### src/rtl/fp29i_to_fp16_pack.sv
// rtl/fp29i_to_fp16_pack.sv - FP29i unified result to IEEE FP16 renormalize/round/pack pipeline
//
// Purpose: two-stage formatter behind the FIR FP ALU. Stage 1 normalizes the
// 22-bit mantissa and rebiases the exponent; stage 2 extracts sig/guard/sticky,
// rounds to nearest-even, handles subnormal/overflow and packs FP16.
//
// Ports:
//   clk, rst_n             clock, synchronous active-low reset
//   din_uni_y_sgn/exp/man_dn  unified input word (sign, 6b exp, 22b mantissa)
//   din_valid, din_ready   input handshake
//   dout_fp16, dout_valid, dout_ready  output handshake
//   flag_clr               clear sticky flags (a coincident event wins)
//   flag_ovf/unf/inx       sticky overflow / underflow / inexact
module fp29i_to_fp16_pack #(
  parameter bit SAT_OVF      = 1'b0,
  parameter int IN_EXP_BIAS  = 31,
  parameter int OUT_EXP_BIAS = 15
) (
  input  logic        clk,
  input  logic        rst_n,
  input  logic        din_uni_y_sgn,
  input  logic [5:0]  din_uni_y_exp,
  input  logic [21:0] din_uni_y_man_dn,
  input  logic        din_valid,
  output logic        din_ready,
  output logic [15:0] dout_fp16,
  output logic        dout_valid,
  input  logic        dout_ready,
  input  logic        flag_clr,
  output logic        flag_ovf,
  output logic        flag_unf,
  output logic        flag_inx
);

  localparam int EW = 10;
  localparam logic signed [EW-1:0] BIAS_ADJ = EW'(OUT_EXP_BIAS - IN_EXP_BIAS);
  localparam logic signed [EW-1:0] EXP_ONE  = EW'(1);
  localparam logic signed [EW-1:0] EXP_MAX  = EW'(31);
  localparam logic signed [EW-1:0] SH_MAX   = EW'(23);

  logic              r_s1_valid;
  logic              r_s1_sgn;
  logic              r_s1_zero;
  logic [21:0]       r_s1_man;
  logic signed [EW-1:0] r_s1_e16;
  logic              r_dout_valid;
  logic [15:0]       r_dout_fp16;
  logic              r_flag_ovf;
  logic              r_flag_unf;
  logic              r_flag_inx;

  logic              w_stall;
  logic              w_xfer2;
  logic [4:0]        w_lz;
  logic              w_zero;
  logic [21:0]       w_man_n;
  logic signed [EW-1:0] w_e16;

  assign w_stall   = r_dout_valid & ~dout_ready;
  assign din_ready = ~w_stall;
  assign w_xfer2   = ~w_stall & r_s1_valid;

  // Leading-zero count: the highest set bit is visited last and wins.
  always_comb begin
    w_lz = '0;
    for (int i = 0; i < 22; i++) begin
      if (din_uni_y_man_dn[i]) w_lz = 5'(21 - i);
    end
  end

  assign w_zero  = (din_uni_y_man_dn == '0);
  assign w_man_n = din_uni_y_man_dn << w_lz;
  assign w_e16   = $signed({{(EW-6){1'b0}}, din_uni_y_exp})
                 - $signed({{(EW-5){1'b0}}, w_lz}) + BIAS_ADJ;

  // Stage 2: subnormal shift, rounding and packing from the stage-1 register.
  logic                 w_sub;
  logic signed [EW-1:0] w_sh_full;
  logic [4:0]           w_sh;
  logic [44:0]          w_ext;
  logic [10:0]          w_sig;
  logic                 w_g;
  logic                 w_s;
  logic                 w_rnd;
  logic [11:0]          w_sum;
  logic signed [EW-1:0] w_exp_rnd;
  logic                 w_ovf;
  logic                 w_inx;
  logic                 w_unf;
  logic [15:0]          w_fp16;

  assign w_sub     = (r_s1_e16 < EXP_ONE);
  assign w_sh_full = EXP_ONE - r_s1_e16;

  // Shifts of 23 or more push every mantissa bit below the guard position,
  // so clamping keeps the shifter small without changing sig/G/S.
  always_comb begin
    w_sh = '0;
    if (w_sub) w_sh = (w_sh_full > SH_MAX) ? 5'd23 : w_sh_full[4:0];
  end

  // 23 extension bits catch everything shifted out so it folds into sticky.
  assign w_ext = {r_s1_man, 23'b0} >> w_sh;
  assign w_sig = w_ext[44:34];
  assign w_g   = w_ext[33];
  assign w_s   = |w_ext[32:0];
  assign w_rnd = w_g & (w_s | w_sig[0]);
  assign w_sum = {1'b0, w_sig} + {11'b0, w_rnd};

  // Normal: carry out of bit 10 bumps the exponent (fraction is already 0).
  // Subnormal: rounding into bit 10 yields exponent field 1.
  assign w_exp_rnd = w_sub ? $signed({{(EW-1){1'b0}}, w_sum[10]})
                           : r_s1_e16 + $signed({{(EW-1){1'b0}}, w_sum[11]});

  assign w_ovf = ~r_s1_zero & (w_exp_rnd >= EXP_MAX);
  assign w_inx = ~r_s1_zero & (w_g | w_s | w_ovf);
  assign w_unf = ~r_s1_zero & w_inx & (w_exp_rnd == '0);

  always_comb begin
    w_fp16 = {r_s1_sgn, w_exp_rnd[4:0], w_sum[9:0]};
    if (r_s1_zero) begin
      w_fp16 = {r_s1_sgn, 15'h0000};
    end else if (w_ovf) begin
      w_fp16 = SAT_OVF ? {r_s1_sgn, 15'h7BFF} : {r_s1_sgn, 15'h7C00};
    end
  end

  always_ff @(posedge clk) begin
    if (!rst_n) begin
      r_s1_valid   <= 1'b0;
      r_s1_sgn     <= 1'b0;
      r_s1_zero    <= 1'b0;
      r_s1_man     <= '0;
      r_s1_e16     <= '0;
      r_dout_valid <= 1'b0;
      r_dout_fp16  <= 16'h0000;
      r_flag_ovf   <= 1'b0;
      r_flag_unf   <= 1'b0;
      r_flag_inx   <= 1'b0;
    end else begin
      if (!w_stall) begin
        r_s1_valid   <= din_valid;
        r_s1_sgn     <= din_uni_y_sgn;
        r_s1_zero    <= w_zero;
        r_s1_man     <= w_man_n;
        r_s1_e16     <= w_e16;
        r_dout_valid <= r_s1_valid;
        if (r_s1_valid) r_dout_fp16 <= w_fp16;
      end
      r_flag_ovf <= (r_flag_ovf & ~flag_clr) | (w_xfer2 & w_ovf);
      r_flag_unf <= (r_flag_unf & ~flag_clr) | (w_xfer2 & w_unf);
      r_flag_inx <= (r_flag_inx & ~flag_clr) | (w_xfer2 & w_inx);
    end
  end

  assign dout_valid = r_dout_valid;
  assign dout_fp16  = r_dout_fp16;
  assign flag_ovf   = r_flag_ovf;
  assign flag_unf   = r_flag_unf;
  assign flag_inx   = r_flag_inx;

endmodule

### config.mk
export PLATFORM = sky130hd
export DESIGN_NAME = fp29i_to_fp16_pack
export DESIGN_NICKNAME = d
export VERILOG_FILES = /design/src/rtl/fp29i_to_fp16_pack.sv
export SDC_FILE = /design/constraint.sdc
export NUM_CORES = 1
export LEC_CHECK = 0
export ABC_CLOCK_PERIOD_IN_PS = 5400
export BUFFER_PORTS_ARGS = -buffer_cell sky130_fd_sc_hd__clkbuf_2
export CORE_UTILIZATION = 45
export DETAILED_ROUTE_END_ITERATION = 10
export GPL_TIMING_DRIVEN = 0
export MAX_ROUTING_LAYER = met4
export PLACE_DENSITY = 0.67
export SLEW_MARGIN = 10
export SYNTH_ARGS = -nofsm -noshare
export SYNTH_HDL_FRONTEND = slang
export SYNTH_SLANG_ARGS = --single-unit
### constraint.sdc
create_clock -name clk -period 5.4 [get_ports clk]
set_input_delay 0.81 -clock clk [delete_from_list [all_inputs] [get_ports clk]]
set_output_delay 0.81 -clock clk [all_outputs]
set_load 0.02 [all_outputs]
==> results.yml <==
worst_setup_path:
  start_kind: "flip-flop"
  required_ns: 5.65
  crit_path_end_kind: "flip-flop"
  cp_max_fo: 10
  rrSetupSlack_ns: 0.03
  crit_arrival_ns: 5.61
  r2r_end: "dout_fp16[7]"
  worstSetupEndpoint: "dout_fp16[7]"
  rr_worst_depth: 24
  r2r-start: "r_s1_e16[1]"
  startpoint: "r_s1_e16[1]"
  crit_type: "flip-flop to flip-flop"
timing:
  setup_viol: 0
  max_slew_margin_pct: 45.5
  period_share_pct: 99.4
  worst_pin_slew_ns: 0.814
  rsz0062_at_grt: "true"
  setup_slack_ns: 0.0336
  slew_violations: 0
  fin_crit_ns: 5.37
  finalHoldViolCount: 0
  fin_worst_skew_ns: 0.0106
  fmax_ghz: 0.186
pwr:
  p_per_area_mw_per_mm2: 284
  pwr-share-clk_pct: 17.3
  power_mw: 1.76
  p_sw_uw: 772
  p_sw_share_pct: 43.9
  p_leak_nw: 2.43
  p_int_uw: 989
  vdd_drop_max_uv: 147
  p_seq_share_pct: 26.4
  combPwrFrac_pct: 56.3
clock_network:
  cts_tree: "built"
  cts_hold_buf: 0
  numClockSinks: 53
  ctsLongestPathBuffers: 2
  cts_made_buffers: 5
  htreeDepth: 2
  cts-root-buf: "clkbuf_8"
  clk_pin_slew_worst_paths_ns: 0.11
  clk_latency_ns: 0.34
synthesis:
  synthArstFlopShare_pct: 0
  yosysWarnings: 0
  synth_area_leaders: "dfxtp_1 (21%), nor2_1 (6.6%), a21oi_1 (6.2%), nand2_1 (5.1%), mux2i_1 (5.0%)"
  yosysTopAreaCellShare_pct: 21.3
  syn_area_mm2: 0.00498
  synth_edf_count: 0
  ys_ff_latch: 53
  synth_area_leader_cell: "dfxtp_1"
  ys_seq_area_share_pct: 21.3
  synth_ff_type: "dfxtp_1"
  syn_nets: 727
  synth_cell_types: 90
  syn_avg_cell_area_um2: 7.31
  syn_inst: 681
routing:
  antenna_left: 0
  wire_per_inst_um: 18.3
  vias: 5869
  drt_drc_violations_left: 0
  dr.first_iter.drc_count: 524
  via_per_inst: 6.37
  drt-total-wl_mm: 16.9
  dr.pass1.iters: 7
run_status:
  status: "finished, final reports clean"
cells_and_area:
  drive_above_1_share_pct: 24.4
  area_delta_synth_final_pct: 24.8
  diodes: 0
  nets: 827
floorplanning:
  die_h_um: 107
  die-area_mm2: 0.0115
  die_w_um: 107
  start_util_pct: 46.1
  core-area_mm2: 0.0108
  ios: 55
  placementRows: 38
grt:
  antenna_found_initial: 0
  grt_use_total_pct: 29.8
  grt_max_degree: 17
  grt_pass1_wl_mm: 26.4
  grt_pass1_vias: 5271
  grt_overflow_total: 0
run:
  drv_cap: 0
place:
  gp_congestion: 0.966
  hpwl_mm: 12.4
  numPortBuffers: 53
  dp_slack_ns: -1.04
worst_hold_path:
  holdCritPathClass: "flip-flop to flip-flop"
  holdPathStages: 2
synth_stat cells (8+ instances only):
cell type	n
a2111oi_0	9
xnor2_1	8
o21ai_0	35
nand3_1	15
nor2_1	87
nor4_1	11
a21oi_1	62
o22ai_1	10
a22oi_1	10
nand2_1	67
clkbuf_1	21
ha_1	11
nor3_1	23
a211oi_1	28
nor2b_1	8
a31oi_1	16
inv_1	27
mux2i_1	25
dfxtp_1	53
power by group through the flow:
stage               Sequential (mW)  Clock, mW  Combinational (mW)
finish                        0.466      0.305               0.991
global placement              0.471          0               0.772
CTS                           0.463      0.303               0.872
floorplan                     0.474          0               0.587
global route                  0.470      0.318                1.07
detailed placement            0.472          0               0.779
kinds of logic after synthesis:
logic type	count (synthesis)	synth area share [%]
AND/OR/NAND/NOR	252	24.5
flip-flops	53	21.3
buffers and inverters	67	6.26
adder cells (fa/ha/maj)	12	3.17
XOR/XNOR	15	2.64
AO/OA/AOI/OAI	252	35.3
multiplexers	30	6.76
worst max-delay path, stage by stage, from the launching register on:
cell and delay (ns):
dfxtp_4 0.36, buf_6 0.13, or4_4 0.54, or4_4 0.46, a21oi_4 0.18, buf_12 0.15, buf_6 0.15, a211oi_1 0.12
a211oi_2 0.42, a21oi_2 0.06, a21oi_2 0.28, o32a_1 0.29, nor3_4 0.07, and4_4 0.21, ha_4 0.16, ha_4 0.17
buf_4 0.14, xnor2_1 0.13, or3_1 0.37, a21oi_2 0.21, nor2_4 0.06, nand2_4 0.11, a21oi_1 0.06, and3_1 0.19
a211o_1 0.25
registers in the layout, indices dropped and copies added (netlist names):
name and count:
r_s1_valid 1, r_s1_e16 8, r_s1_zero 1, dout_fp16 16, r_s1_man 22, flag_inx 1, r_s1_sgn 1, flag_ovf 1
dout_valid 1, flag_unf 1
area by class of cell:
type / count / area (um2)
buffer: 38 / 236
tap: 140 / 175
multi-input combinational: 561 / 3880
clock buffer: 6 / 82.6
sequential: 53 / 1070
inverter: 28 / 105
fill: 1022 / 4580
clock inverter: 2 / 37.5
timing repair buffer: 94 / 623
routing by layer:
| layer | up-vias | global-route usage, % | part of all wire, % |
|---|---|---|---|
| met5 | - | - | 0 |
| li1 | 2762 | - | - |
| met3 | 43 | 5.05 | 6.4 |
| met1 | 2830 | 38.1 | 45 |
| met4 | 0 | 9.69 | 2.4 |
| met2 | 234 | 47.9 | 46 |
cell usage in the layout, fill, tap and decap left out, types with 7 or more instances in the layout:
cell type,netlist,final
nor2b_1,8,8
a2111oi_0,9,9
o21ai_0,35,32
ha_1,11,8
mux2i_1,25,21
nor4_1,11,10
clkbuf_2,0,54
nor2_1,87,84
a21oi_2,4,7
a21oi_1,62,58
nand3_1,15,15
buf_6,6,9
dfxtp_1,53,51
a211oi_1,28,23
xnor2_1,8,8
xor2_1,7,7
a211oi_2,6,8
o21ai_1,7,8
nand2_1,67,64
and2_1,7,7
nor3_1,23,22
buf_4,2,38
inv_1,27,27
a31oi_1,16,16
o22ai_1,10,8
clkbuf_1,21,18
a22oi_1,10,10
worst min path at each step:
| stage | startpoint | endpoint | slack (ns) |
|---|---|---|---|
| 6_report | dout_fp16[15] | dout_fp16[15] | 0.46 |
| 5_1_grt | dout_fp16[7] | dout_fp16[7] | 0.50 |
| 4_1_cts | dout_fp16[10] | dout_fp16[10] | 0.47 |
| 3_5_place_dp | dout_fp16[7] | dout_fp16[7] | 0.45 |
| 3_3_place_gp | dout_fp16[3] | dout_fp16[3] | 0.43 |
| 2_1_floorplan | r_s1_sgn | r_s1_sgn | 0.43 |
metrics by stage:
stage / hold WS (ns) / util, % / area, um2 / setup TNS [ns] / cells
after floorplan: 0.432 / - / 5030 / 0 / 681
after global placement: 0.434 / 50.7 / 5470 / -5.53 / 874
after detailed placement: 0.448 / 50.7 / 5470 / -6.38 / 874
after CTS: 0.467 / 55.2 / 5950 / 0 / 907
after global routing: 0.495 / 57.5 / 6210 / -0.658 / 922
final: 0.463 / 57.5 / 6210 / 0 / 922
timing repair:
item	CTS	global route
gates cloned	0	1
hold endpoints to repair	0	0
pin swaps	18	20
buffers inserted	27	14
resized for setup	30	32
setup endpoints to repair	17	15
(Power assumes the default switching activity.)
